`src/rtl/sram_access_ctrl.sv`:
```
// Access sequencer for the sram_compiled_array macro: one request at a time,
// generating setup / write-pulse / hold / sense phases and a single response.
module sram_access_ctrl #(
  parameter int ADDR_W    = 12,
  parameter int DATA_W    = 8,
  parameter int WR_CYCLES = 2,
  parameter int RD_CYCLES = 1
) (
  input  logic              clk,
  input  logic              resetn,
  input  logic              req_valid,
  output logic              req_ready,
  input  logic              req_we,
  input  logic [ADDR_W-1:0] req_addr,
  input  logic [DATA_W-1:0] req_wdata,
  output logic              rsp_valid,
  input  logic              rsp_ready,
  output logic [DATA_W-1:0] rsp_rdata,
  output logic [ADDR_W-1:0] sram_addr,
  output logic [DATA_W-1:0] sram_din,
  output logic              sram_write_en,
  output logic              sram_sense_en,
  input  logic [DATA_W-1:0] sram_dout
);

  typedef enum logic [2:0] {
    IDLE  = 3'd0,
    SETUP = 3'd1,
    WRITE = 3'd2,
    HOLD  = 3'd3,
    SENSE = 3'd4,
    RESP  = 3'd5
  } state_e;

  localparam logic [3:0] WR_LOAD = 4'(WR_CYCLES - 1);
  localparam logic [3:0] RD_LOAD = 4'(RD_CYCLES);

  state_e              state_q, state_d;
  logic [3:0]          cnt_q, cnt_d;
  logic                op_we_q, op_we_d;
  logic                req_ready_q, req_ready_d;
  logic                rsp_valid_q, rsp_valid_d;
  logic [DATA_W-1:0]   rdata_q, rdata_d;
  logic [ADDR_W-1:0]   addr_q, addr_d;
  logic [DATA_W-1:0]   din_q, din_d;
  logic                write_en_q, write_en_d;
  logic                sense_en_q, sense_en_d;
  logic                accept;

  assign accept = req_valid && req_ready_q;

  always_ff @(posedge clk or negedge resetn) begin
    if (!resetn) begin
      state_q <= IDLE;
    end else begin
      state_q <= state_d;
    end
  end

  always_comb begin
    state_d = state_q;
    case (state_q)
      IDLE:    if (accept) state_d = SETUP;
      SETUP:   state_d = op_we_q ? WRITE : SENSE;
      WRITE:   if (cnt_q == 4'd0) state_d = HOLD;
      HOLD:    state_d = RESP;
      SENSE:   if (cnt_q == 4'd0) state_d = RESP;
      RESP:    if (rsp_ready) state_d = IDLE;
      default: state_d = IDLE;
    endcase
  end

  // SENSE opens with one address-settle cycle (counter loaded with RD_CYCLES,
  // sense low), then holds sense_en for RD_CYCLES; dout is captured as it drops.
  always_comb begin
    cnt_d      = cnt_q;
    op_we_d    = op_we_q;
    addr_d     = addr_q;
    din_d      = din_q;
    rdata_d    = rdata_q;
    sense_en_d = 1'b0;
    case (state_q)
      IDLE: begin
        if (accept) begin
          addr_d  = req_addr;
          op_we_d = req_we;
          if (req_we) din_d = req_wdata;
        end
      end
      SETUP: cnt_d = op_we_q ? WR_LOAD : RD_LOAD;
      WRITE: begin
        if (cnt_q != 4'd0) cnt_d = cnt_q - 4'd1;
      end
      SENSE: begin
        if (cnt_q != 4'd0) begin
          cnt_d      = cnt_q - 4'd1;
          sense_en_d = 1'b1;
        end else begin
          rdata_d = sram_dout;
        end
      end
      default: ;
    endcase
    write_en_d  = (state_d == WRITE);
    req_ready_d = (state_d == IDLE);
    rsp_valid_d = (state_d == RESP);
  end

  always_ff @(posedge clk or negedge resetn) begin
    if (!resetn) begin
      cnt_q       <= 4'd0;
      op_we_q     <= 1'b0;
      req_ready_q <= 1'b1;
      rsp_valid_q <= 1'b0;
      rdata_q     <= '0;
      addr_q      <= '0;
      din_q       <= '0;
      write_en_q  <= 1'b0;
      sense_en_q  <= 1'b0;
    end else begin
      cnt_q       <= cnt_d;
      op_we_q     <= op_we_d;
      req_ready_q <= req_ready_d;
      rsp_valid_q <= rsp_valid_d;
      rdata_q     <= rdata_d;
      addr_q      <= addr_d;
      din_q       <= din_d;
      write_en_q  <= write_en_d;
      sense_en_q  <= sense_en_d;
    end
  end

  assign req_ready     = req_ready_q;
  assign rsp_valid     = rsp_valid_q;
  assign rsp_rdata     = rdata_q;
  assign sram_addr     = addr_q;
  assign sram_din      = din_q;
  assign sram_write_en = write_en_q;
  assign sram_sense_en = sense_en_q;

endmodule

```
`config.mk`:
```
export PLATFORM = sky130hd
export DESIGN_NAME = sram_access_ctrl
export DESIGN_NICKNAME = d
export VERILOG_FILES = /design/src/rtl/sram_access_ctrl.sv
export SDC_FILE = /design/constraint.sdc
export NUM_CORES = 1
export LEC_CHECK = 0
export CAP_MARGIN = 15
export CORE_MARGIN = 3
export CORE_UTILIZATION = 40
export DETAILED_ROUTE_END_ITERATION = 6
export PLACE_DENSITY = 0.81
export REMOVE_ABC_BUFFERS = 1
export SLEW_MARGIN = 20
export SYNTH_ARGS = -nofsm -noshare
export SYNTH_HDL_FRONTEND = slang
export SYNTH_SLANG_ARGS = --single-unit
```
`constraint.sdc`:
```
create_clock -name clk -period 1.53 [get_ports clk]
set_input_delay 0.306 -clock clk [delete_from_list [all_inputs] [get_ports clk]]
set_output_delay 0.306 -clock clk [all_outputs]
set_load 0.05 [all_outputs]
```
---- Word level (Yosys, flattened, before mapping) ----
Index checks and enable logic that the tools add are counted.
cells by class
  reduce and logical (&&, ||, !) cells .... 11
  add/sub/neg operators ................... 1
  muxes and demuxes ....................... 10
  bitwise gates (word level) .............. 1
  equality and inequality tests ........... 8
operators by type and width
  cell                                                    count
  one-hot mux 3 bit (6 select lines)                      1
  2-to-1 mux 3 bit                                        5
  == test 3 x 2 -> 1 bit (second input constant)          3
  == test 3 bit (second input constant)                   3
  one-hot mux 4 bit (2 select lines)                      1
  zero test 3 bit                                         2
  AND reduction 2 bit                                     3
  zero test 4 bit                                         1
  2-to-1 mux 4 bit                                        1
  nonzero test 4 bit                                      1
  subtractor 4 x 1 -> 4 bit (second input constant)       1
  == test 3 x 1 -> 1 bit (second input constant)          1
  AND reduction 3 bit                                     1
  2-to-1 mux 1 bit                                        2
  inequality test 2 x 1 -> 1 bit (second input constant)  1
  nonzero test 2 bit                                      1
  OR reduction 2 bit                                      1
  logical AND 1 bit                                       1
  NOT 1 bit                                               1
word-level totals
  input bits .............................. 33
  bits in registers ....................... 40
  output and inout port bits .............. 32
  word-level logic and storage cells ...... 41

---- Logic depth before layout (Yosys ltp) ----
Gate-level depths: netlist (run 1).
  word-level depth ........................ 4
  gate-level depth with buffers ........... 6
  mapped depth without buffers ............ 6

---- Worst setup path before layout (run 1) ----
OpenSTA, ideal clock, no wires.
  path kind ............................... register to register
  from .................................... register cnt_q[0]
  to ...................................... register cnt_q[1]
  setup slack ............................. -0.145 ns
  required time ........................... 1.457 ns
  stages on the path, launching flop included .. 6
  path buffers ............................ 0
  clock period less this slack ............ 1.675 ns
  arrival time ............................ 1.602 ns
  library setup time ...................... 0.073 ns
  cells stage by stage .................... dfrtp_1 > inv_1 > ha_1 > or3b_4 > a311o_2 > a21oi_2
on the way
  longest elaborated chain between the ends .. 3
  elaborated cells on any way between the ends .. 6
  classes of those cells .................. add/sub (1); eq/ne (1); mux (2); reduce/logical (2)
ends and longest elaborated chain
  what                                                                       RTL line    source
  start: declaration                                                         39          logic [3:0] cnt_q, cnt_d;
  start signal: assignment                                                   121         cnt_q <= cnt_d;
  subtractor 4 x 1 -> 4 bit or nonzero test 4 bit (tied branches)            92, 96, 95
  2-to-1 mux 4 bit or inequality test 2 x 1 -> 1 bit (tied branches)         --
  one-hot mux 4 bit (2 select lines) or AND reduction 2 bit (tied branches)  --
Several ways; a longest one is shown, not always the timed one. The select of a mux whose other input is x is not followed.
A chain may end at the register's enable or synchronous reset.

---- Worst setup path after layout (run 1) ----
  from .................................... register cnt_q[0]
  to ...................................... register cnt_q[0]
The elaborated chain is that of the path after synthesis.

==> results of run 1 <==
-- cell usage after synthesis --
| library cell | instances | area [um2] |
|---|---|---|
| nor3_4 | 1 | 16.27 |
| nand3_1 | 3 | 15.01 |
| a32oi_1 | 1 | 8.760 |
| a21o_1 | 1 | 7.510 |
| a211o_1 | 1 | 8.760 |
| nand2_1 | 8 | 30.03 |
| mux2_2 | 20 | 225.2 |
| o22a_1 | 1 | 8.760 |
| a21oi_1 | 8 | 40.04 |
| nor4_1 | 1 | 6.260 |
| and3_2 | 3 | 22.52 |
| a2bb2oi_1 | 1 | 8.760 |
| o221ai_1 | 2 | 17.52 |
| o22ai_1 | 2 | 12.51 |
| inv_1 | 5 | 18.77 |
| or3b_4 | 1 | 11.26 |
| ha_1 | 1 | 12.51 |
| nor2_1 | 7 | 26.28 |
| buf_2 | 2 | 10.01 |
| nand2_8 | 1 | 20.02 |
| clkbuf_1 | 1 | 3.750 |
| mux2_4 | 8 | 120.1 |
| o21ai_0 | 1 | 5.000 |
| o211ai_1 | 1 | 7.510 |
| a21oi_2 | 1 | 8.760 |
| nor3b_2 | 1 | 12.51 |
| nor2b_1 | 4 | 25.02 |
| nand2b_1 | 2 | 12.51 |
| a31oi_1 | 1 | 6.260 |
| dfrtp_1 | 39 | 975.9 |
| a311o_2 | 1 | 11.26 |
| a211oi_1 | 1 | 7.510 |
| and3_1 | 1 | 6.260 |
| dfstp_2 | 1 | 26.28 |
| buf_6 | 3 | 33.78 |
-- power by group through the flow --
stage / combinational (uW) / sequential [uW] / clock [uW]
after floorplan: 1060 / 3330 / 0
after detailed placement: 4850 / 2080 / 0
after global routing: 5270 / 2140 / 993
after CTS: 4960 / 2080 / 967
after global placement: 4780 / 2050 / 0
final: 5030 / 2070 / 934
-- registers in the layout, summed over array words and instances (netlist names), 3 cells and up --
name       flops
rsp_rdata      8
sram_addr     12
cnt_q          4
state_q        3
sram_din       8
-- layer usage --
metal | global-route usage | vias up
met5 | 0 | -
met4 | 0.04303 | 0
met3 | 0.07438 | 5
met2 | 0.2655 | 62
met1 | 0.2020 | 652
li1 | - | 654
-- path summary, 6_finish.rpt --
kind	startpoint	end	slack (ps)	cells past startpoint
worst max register to register	cnt_q[0]$_DFFE_PN0P_	cnt_q[0]$_DFFE_PN0P_	-30	6
max in group asynchronous	resetn	req_ready$_DFF_PN1_	770	3
worst min-delay path	resetn	sram_sense_en$_DFF_PN0_	510	3
worst min register to register	op_we_q$_DFFE_PN0P_	op_we_q$_DFFE_PN0P_	550	2
min in group clk	op_we_q$_DFFE_PN0P_	op_we_q$_DFFE_PN0P_	550	2
worst max-delay path	cnt_q[0]$_DFFE_PN0P_	cnt_q[0]$_DFFE_PN0P_	-30	6
-- layout make-up --
cell class / count / area share
Clock buffer: 7 / 0.03094
Multi-Input combinational cell: 85 / 0.2451
Clock inverter: 1 / 0.009642
Timing Repair Buffer: 84 / 0.3664
Tap cell: 50 / 0.02009
Sequential cell: 40 / 0.3218
Inverter: 5 / 0.006027
-- worst max-delay path, cell delays in order, from the launching register on --
cell and delay [ps]:
dfrtp_1 400, inv_2 80, ha_4 150, or3b_4 410
and3_4 170, o21ai_2 110, o221ai_1 120
-- per-stage QoR --
step | total power, uW | utilization | cells | worst slack, ps
floorplan | 4387 | - | 130 | -331.5
global placement | 6834 | 0.7029 | 261 | -164.5
detailed placement | 6929 | 0.7029 | 261 | -192.0
CTS | 8002 | 0.7455 | 272 | -52.11
global route | 8400 | 0.7515 | 272 | -115.9
finish | 8034 | 0.7515 | 272 | -29.17
-- kinds of logic after synthesis --
kind of cell             Yosys count
flip-flops                        40
adder cells (fa/ha/maj)            1
AO/OA/AOI/OAI                     23
buffers and inverters             11
multiplexers                      28
AND/OR/NAND/NOR                   33
-- repair_timing --
action / in CTS / in global routing
setup buffers: 2 / 0
resized for setup: 8 / 5
hold buffers: 1 / 0
hold endpoints to repair: 39 / 0
pin swaps: 6 / 4
setup endpoints to repair: 18 / 20
cloned: 0 / 0
==> results.md, run 1 <==
- Outcome: complete, but fails checks
- Violated checks: negative setup slack
- Core Footprint: 4144 um2
- GP Congestion: 0.8295
- Skew-Pair Late Insertion Delay: 290 ps
- Antenna violations before repair: 0
- Multi-input logic area: 763.2 um2
- Initial DRC count: 76
- Setup ws final: -29.17 ps
- Routed WL per cell: 15.24 um
- H-tree depth: 2
- Global route total overflow: 0
- Synth Area in Simple Gates: 0.1140
- Storage cell area: around 1000 um2
- Critical path capture point type: register
- WHS: around 500 ps
- Met2 routed WL: 2.090 mm
- Worst-Margin Slew: 330.5 ps
- Die area: 5311 um2
- Internal power: roughly 4800 uW
- CTS tree: built
- RSZ-0062 raised after global routing: true
- Pleak: approximately 0.0014 uW
- Yosys cell types: 35
- Die height: between 70 and 80 um
- Mean Syn Cell Area: 13.16 um2
- Power share of the sequential group: 0.258
- Total GRT Usage: 0.1651
- Crit start category: register
- Die Width: 72.88 um
- Via count: 1373
- Via density: between 5 and 6
- Worst-path fanout max: 5
- I/O pins: 65
- Multiplexer share of the synthesized area: 0.1930
- Post-DP HPWL: 3.017 mm
- Post-synthesis compound-gate area fraction: 0.08881
- Routed WL: 4.146 mm
- Clk sink count: 40
- Post-route ant nets: 0
- Top Layer Used: met4
- Slew HR: 0.7779
- Metal3 WL: roughly 400 um
- Design area: between 3000 and 4000 um2
- Cell Area, Synth: ~1800 um2
- Largest net degree at the start of global routing: 41
- Most frequent cells in the layout: dfrtp_1 (39), buf_12 (34), clkdlybuf4s50_1 (31), mux2_2 (20), buf_4 (15)
- Number of max-cap violations: 0
- Post-Synth Adder-Cell Area: 0.006993
- WP data required: between 1500 and 2000 ps
- Most common cell after layout, fill and taps aside: dfrtp_1
- Final max-slew violation count: 0
- VDD IR-drop max: 1.327 mV
- Buffers on Ports: 64
- Routed metal-1 wirelength: 1.621 mm
- Switching power total: roughly 3300 uW
- Seq/Total Area, Yosys: 0.5601
- Ant diodes: 0
- Area post-placement: 2913 um2
- Final Cycle Share: 1.019
- Final hold viol count: 0
- Xor/xnor share of the synthesized area: 0
- Total iterations of the first detailed-routing run: 4
- Final Critical Period: 1559 ps
- Final setup fails: 10
- Hold/Removal Path Class: in2async
- Area Growth Syn to Fin: 74.06%
- Vias in the first global route: ~1500
- Layout fillers: 260
- F_max: 0.6414 GHz
- Reg clk slew, reported paths: ~70 ps
- CTS buffer count: 5
- Clock root buffer: clkbuf_8
- Ys Warns: 0
- Power Density: roughly 2600 nW/um2
- Initial Util: 0.4318
- Final net count: between 200 and 300
- Max Clock Skew: just over 5 ps
- Std-Cell Rows: 23
- Layout cells sized above 1: 0.4730
- Main combinational cell family by area after synthesis: multiplexers
- CP Class: reg2reg
- First-pass GRT wire length: approximately 6.8 mm
- DRC Markers: 0
- Comb pwr share: 0.626
- Clk buf depth: 2
- Clock power frac: 0.116
- Cells after Synth: between 100 and 150
- #FFs+latches synth: 40
- CP arrival: around 1700 ps
- TNS Setup: -125.2 ps
- Sw Ratio: 0.4075
No activity file was read; power rests on OpenSTA's default activity.
==> inputs of run 2 (changes only) <==
--- a/config.mk
+++ b/config.mk
@@ -9,6 +9,8 @@
 export CORE_MARGIN = 3
 export CORE_UTILIZATION = 40
 export DETAILED_ROUTE_END_ITERATION = 6
+export GPL_TIMING_DRIVEN = 0
+export HOLD_SLACK_MARGIN = 0.08
 export PLACE_DENSITY = 0.81
 export REMOVE_ABC_BUFFERS = 1
 export SLEW_MARGIN = 20
==> results.md, run 2 (same netlist as run 1, synthesis figures left out) <==
- Outcome: complete, but fails checks
- Violated checks: negative setup slack
- M1 GR Usage: 0.2037
- CP arrival: 1780 ps
- Hold/Removal Path Class: in2async
- Layout cells sized above 1: 0.3799
- Die Width: 72.88 um
- Critical path capture point type: register
- Skew-Pair Late Insertion Delay: 290 ps
- Std-Cell Rows: 23
- Vias in the first global route: approximately 1500
- Final net count: 262
- Initial DRC count: 85
- Multi-input logic area: 792.0 um2
- Comb pwr share: 0.600
- Buffers on Ports: 64
- GRT busiest layer: met2
- Final max-slew violation count: 0
- Post-route ant nets: 0
- CP Class: reg2reg
- GRT met3 Usage: 0.07300
- Clock root buffer: clkbuf_8
- Internal power: 3541 uW
- Slew HR: 0.6606
- Pre-CTS WS: -595.8 ps
- DRC Markers: 0
- I/O pins: 65
- Most frequent cells in the layout: dfrtp_1 (36), clkdlybuf4s50_1 (31), dlygate4sd2_1 (24), buf_4 (22), mux2_2 (19)
- H-tree depth: 2
- Max reg flops: 12
- Crit start category: register
- Power Density: 2357 nW/um2
- Area Growth Syn to Fin: 56.08%
- CTS buffer count: 5
- WP data required: 1710 ps
- Number of max-cap violations: 0
- Max Clock Skew: 6.124 ps
- Worst R2R Path Depth: 6
- Crit-path max cell delay: 400 ps
- Most common cell after layout, fill and taps aside: dfrtp_1
- Worst-path fanout max: 8
- Final setup fails: 11
- Power share of the sequential group: 0.286
- FF-to-FF End: rsp_rdata[4]$_DFFE_PN0P_
- Largest net degree at the start of global routing: 26
- Setup ws final: -72.93 ps
- CTS tree: built
- VDD IR-drop max: 1.276 mV
- Worst R2R Setup Slack: -70 ps
- Power Total: ~6600 uW
- RSZ-0062 raised after global routing: true
- Die height: between 70 and 80 um
- Total GRT Usage: 0.1683
- Clock power frac: 0.115
- Switching power total: 3041 uW
- Final hold viol count: 0
- Pleak: 0.001302 uW
- Final Cycle Share: 1.048
- Sw Ratio: 0.4620
- Die area: 5311 um2
- F_max: 0.6239 GHz
- GP Congestion: 0.8870
- Post-DP HPWL: ~2.6 mm
- First-pass GRT wire length: slightly below 7 mm
- Layout fillers: 307
- Met2 Use GR: 0.2665
- Routed WL per cell: 15.09 um
- Storage cell area: ~1000 um2
- Via density: 5.018
- Via count: 1400
- Worst-Margin Slew: around 510 ps
- Final Critical Period: 1603 ps
- Clk sink count: 40
- TNS Setup: -577.2 ps
- Fin cells: 279
- Finished Core Util: 0.6739
- Routed WL: 4.210 mm
- Ant diodes: 0
- Inst Count DP: 245
- Global route total overflow: 0
- Crit-path slowest cell: dfrtp_1
- Reg clk slew, reported paths: around 70 ps
- Antenna violations before repair: 0
- Clk buf depth: 2
- Worst R2R Start: cnt_q[0]$_DFFE_PN0P_
- Critical path, cell by cell: inv_2 -> ha_4 -> buf_6 -> nor3b_4 -> nand3_4 -> mux2_4
- Total iterations of the first detailed-routing run: 4
- Initial Util: 0.4318
- Core Footprint: about 4100 um2
## run 2: cell count changes in the layout (fill, tap and decap cells not counted), moves of 3 or more
| cell | before | now |
|---|---|---|
| dfrtp_1 | 39 | 36 |
| buf_12 | 34 | 1 |
| dfrtp_2 | 0 | 3 |
| dlygate4sd2_1 | 0 | 24 |
| buf_4 | 15 | 22 |
| clkdlybuf4s15_1 | 0 | 6 |
## run 2: how the worst max path moves through the flow
stage	endpoint	start	depth (start not counted)
3_3_place_gp	sram_addr[5]$_DFFE_PN0P_	resetn	1
3_5_place_dp	sram_din[3]$_DFFE_PN0P_	state_q[2]$_DFF_PN0_	4
4_1_cts	rsp_rdata[5]$_DFFE_PN0P_	cnt_q[1]$_DFFE_PN0P_	6
6_report	rsp_rdata[4]$_DFFE_PN0P_	cnt_q[0]$_DFFE_PN0P_	6
2_1_floorplan	sram_din[0]$_DFFE_PN0P_	state_q[2]$_DFF_PN0_	4
5_1_grt	rsp_rdata[4]$_DFFE_PN0P_	cnt_q[0]$_DFFE_PN0P_	6
## run 2: layer usage
| metal | wire (um) | vias to the layer above |
|---|---|---|
| met2 | 2042 | 65 |
| met1 | 1725 | 654 |
| met5 | 0 | - |
| li1 | - | 671 |
| met4 | 76 | 0 |
| met3 | 366 | 10 |
## run 2: repair_timing
item / 4_1_cts / 5_1_grt
endpoints found under the setup margin: 66 / 28
hold endpoints to repair: 15 / 0
hold buffers: 1 / 0
pin swaps: 10 / 5
cloned: 1 / 0
gates resized for setup: 52 / 17
setup buffers: 21 / 4
## run 2: area by class of cell
type,count,share of cell area
timing repair buffer,90,0.2912
clock buffer,8,0.03584
inverter,5,0.006720
tap,50,0.02240
sequential,40,0.3602
multi-input combinational,86,0.2836
## run 2: critical path, delay by kind of cell (launching register included)
kind | cells | cell delay (ps)
mux | 1 | 330
buf+inv | 2 | 190
fa+ha+maj | 1 | 150
flops | 1 | 400
simple gates | 2 | 400
## run 2: stage by stage
stage	instance area [um2]	hold slack [ps]
after CTS	2739	484.7
after detailed placement	2460	252.4
after global routing	2793	504.8
final	2793	468.2
after global placement	2445	486.8
after floorplan	1742	10.41
## run 2: power groups by stage
| stage | Clock (uW) | Combinational (uW) | Sequential (uW) |
|---|---|---|---|
| 2_1_floorplan | 0 | 1060 | 3330 |
| 3_3_place_gp | 0 | 3540 | 1950 |
| 3_5_place_dp | 0 | 3580 | 1970 |
| 4_1_cts | 776 | 3770 | 1880 |
| 5_1_grt | 837 | 4170 | 1940 |
| 6_report | 754 | 3950 | 1880 |
==> inputs of run 3 (changes only) <==
--- a/config.mk
+++ b/config.mk
@@ -6,7 +6,6 @@
 export NUM_CORES = 1
 export LEC_CHECK = 0
 export CAP_MARGIN = 15
-export CORE_MARGIN = 3
 export CORE_UTILIZATION = 40
 export DETAILED_ROUTE_END_ITERATION = 6
 export GPL_TIMING_DRIVEN = 0
==> results.md, run 3 (same netlist as run 1, synthesis figures left out) <==
- Outcome: complete, but fails checks
- Violated checks: negative setup slack
- WP data required: 1700 ps
- Crit. Startpoint: cnt_q[1]$_DFFE_PN0P_
- Inst Count DP: 245
- Setup ws final: -51.28 ps
- Via count: between 1000 and 1500
- Internal power: 3383 uW
- Area post-placement: 2460 um2
- Critical path capture point type: register
- CTS buffer count: 5
- Die area: about 4700 um2
- Post-DP HPWL: 2.527 mm
- Comb pwr share: 0.596
- Layout cells sized above 1: 0.3484
- Clock root buffer: clkbuf_8
- Post-route ant nets: 0
- Worst R2R Start: cnt_q[1]$_DFFE_PN0P_
- Final Critical Period: ~1600 ps
- Worst-Margin Slew: 508.4 ps
- Power Density: 2365 nW/um2
- H-tree depth: 2
- Switching power total: 3044 uW
- GP Congestion: 0.8512
- WHS: 440.2 ps
- F_max: 0.6324 GHz
- Area Growth Syn to Fin: 51.89%
- Worst R2R Setup Slack: -50 ps
- Final max-slew violation count: 0
- GRT met3 Usage: 0.07730
- Met2 Use GR: 0.2767
- Die height: 68.88 um
- Total iterations of the first detailed-routing run: 4
- Final net count: roughly 250
- Clk sink count: 40
- CP Class: reg2reg
- RSZ-0062 raised after global routing: true
- Sw Ratio: 0.4736
- VDD IR-drop max: 1.266 mV
- Ant diodes: 0
- I/O pins: 65
- Most common cell after layout, fill and taps aside: dfrtp_1
- Number of max-cap violations: 0
- Routed WL: 4.125 mm
- Fin cells: 271
- Worst R2R Path Depth: 6
- Worst-path fanout max: 8
- Slew HR: 0.6624
- CP arrival: about 1800 ps
- Std-Cell Rows: 23
- M1 GR Usage: 0.2242
- Power share of the sequential group: 0.293
- Max Clock Skew: 6.116 ps
- Total GRT Usage: 0.1819
- Final Cycle Share: 1.034
- CTS tree: built
- Routed WL per cell: around 15 um
- GRT busiest layer: met2
- First-pass GRT wire length: 6.244 mm
- Die Width: about 69 um
- Clk buf depth: 2
- Initial Util: 0.4318
- Pleak: 0.001265 uW
- Buffers on Ports: 64
- Largest net degree at the start of global routing: 28
- Final setup fails: 17
- Clock power frac: 0.111
- Crit start category: register
- Design area: 2718 um2
- Worst setup path endpoint: rsp_rdata[6]$_DFFE_PN0P_
- Hold/Removal Path Class: in2async
- Finished Core Util: 0.6558
- Core Footprint: 4144 um2
- Antenna violations before repair: 0
- Via density: between 5 and 6
- Vias in the first global route: 1394
- DRC Markers: 0
- Power Total: 6428 uW
- Initial DRC count: 89
- Most frequent cells in the layout: dfrtp_1 (36), clkdlybuf4s50_1 (31), dlygate4sd2_1 (29), mux2_2 (20), buf_4 (15)
- Final hold viol count: 0
- Max reg flops: 12
- FF-to-FF End: rsp_rdata[6]$_DFFE_PN0P_
- Global route total overflow: 0
- Reg clk slew, reported paths: 80 ps
- Skew-Pair Late Insertion Delay: 290 ps
-- run 3: changes by cell type in the layout (fill, tap and decap cells not counted), moves of 2 or more --
cell / delta
clkdlybuf4s15_1: -4
buf_4: -7
buf_6: -2
dlygate4sd2_1: +5
-- run 3: metrics by stage --
| stage | setup slack [ps] | TNS, ps |
|---|---|---|
| 2_1_floorplan | -331.5 | -7096 |
| 3_3_place_gp | -840.6 | -48470 |
| 3_5_place_dp | -610.8 | -15770 |
| 4_1_cts | -11.74 | -26.95 |
| 5_1_grt | -104.0 | -1388 |
| 6_report | -51.28 | -424.8 |
-- run 3: critical path: stages, from the launching register on --
cell and delay [ps]:
dfrtp_1 390, inv_2 90, ha_4 130, buf_4 110, nor3b_4 250, nand3_4 180, mux2_2 310
-- run 3: cell type report --
| type | count | area (um2) |
|---|---|---|
| Fill cell | 339 | 1426 |
| Sequential cell | 40 | 1006 |
| Multi-Input combinational cell | 87 | 803.3 |
| Timing Repair Buffer | 81 | 737.0 |
| Clock buffer | 8 | 90.09 |
| Tap cell | 50 | 62.56 |
| Inverter | 5 | 18.77 |
-- run 3: power groups by stage --
stage / Sequential [uW] / Combinational [uW] / Clock (uW)
2_1_floorplan: 3330 / 1060 / 0
3_3_place_gp: 1950 / 3520 / 0
3_5_place_dp: 1970 / 3570 / 0
4_1_cts: 1880 / 3680 / 736
5_1_grt: 1950 / 4040 / 771
6_report: 1880 / 3830 / 712
-- run 3: how the worst min path moves through the flow --
| stage | start | endpoint |
|---|---|---|
| 2_1_floorplan | resetn | cnt_q[0]$_DFFE_PN0P_ |
| 3_5_place_dp | resetn | cnt_q[2]$_DFFE_PN0P_ |
| 6_report | resetn | cnt_q[2]$_DFFE_PN0P_ |
| 4_1_cts | resetn | cnt_q[2]$_DFFE_PN0P_ |
| 3_3_place_gp | rsp_rdata[2]$_DFFE_PN0P_ | rsp_rdata[2]$_DFFE_PN0P_ |
| 5_1_grt | resetn | cnt_q[2]$_DFFE_PN0P_ |
-- run 3: routing by layer --
| metal | part of all wire | vias up |
|---|---|---|
| met5 | 0 | - |
| met4 | 0.012 | 0 |
| met3 | 0.077 | 8 |
| met2 | 0.51 | 54 |
| met1 | 0.41 | 681 |
| li1 | - | 656 |
-- run 3: what timing repair did --
action,in CTS,in global routing
endpoints found under the setup margin,66,22
buffers inserted,12,3
cloned,1,1
hold buffers,1,0
gates resized for setup,50,7
endpoints found under the hold margin,13,0
pin swaps,6,4
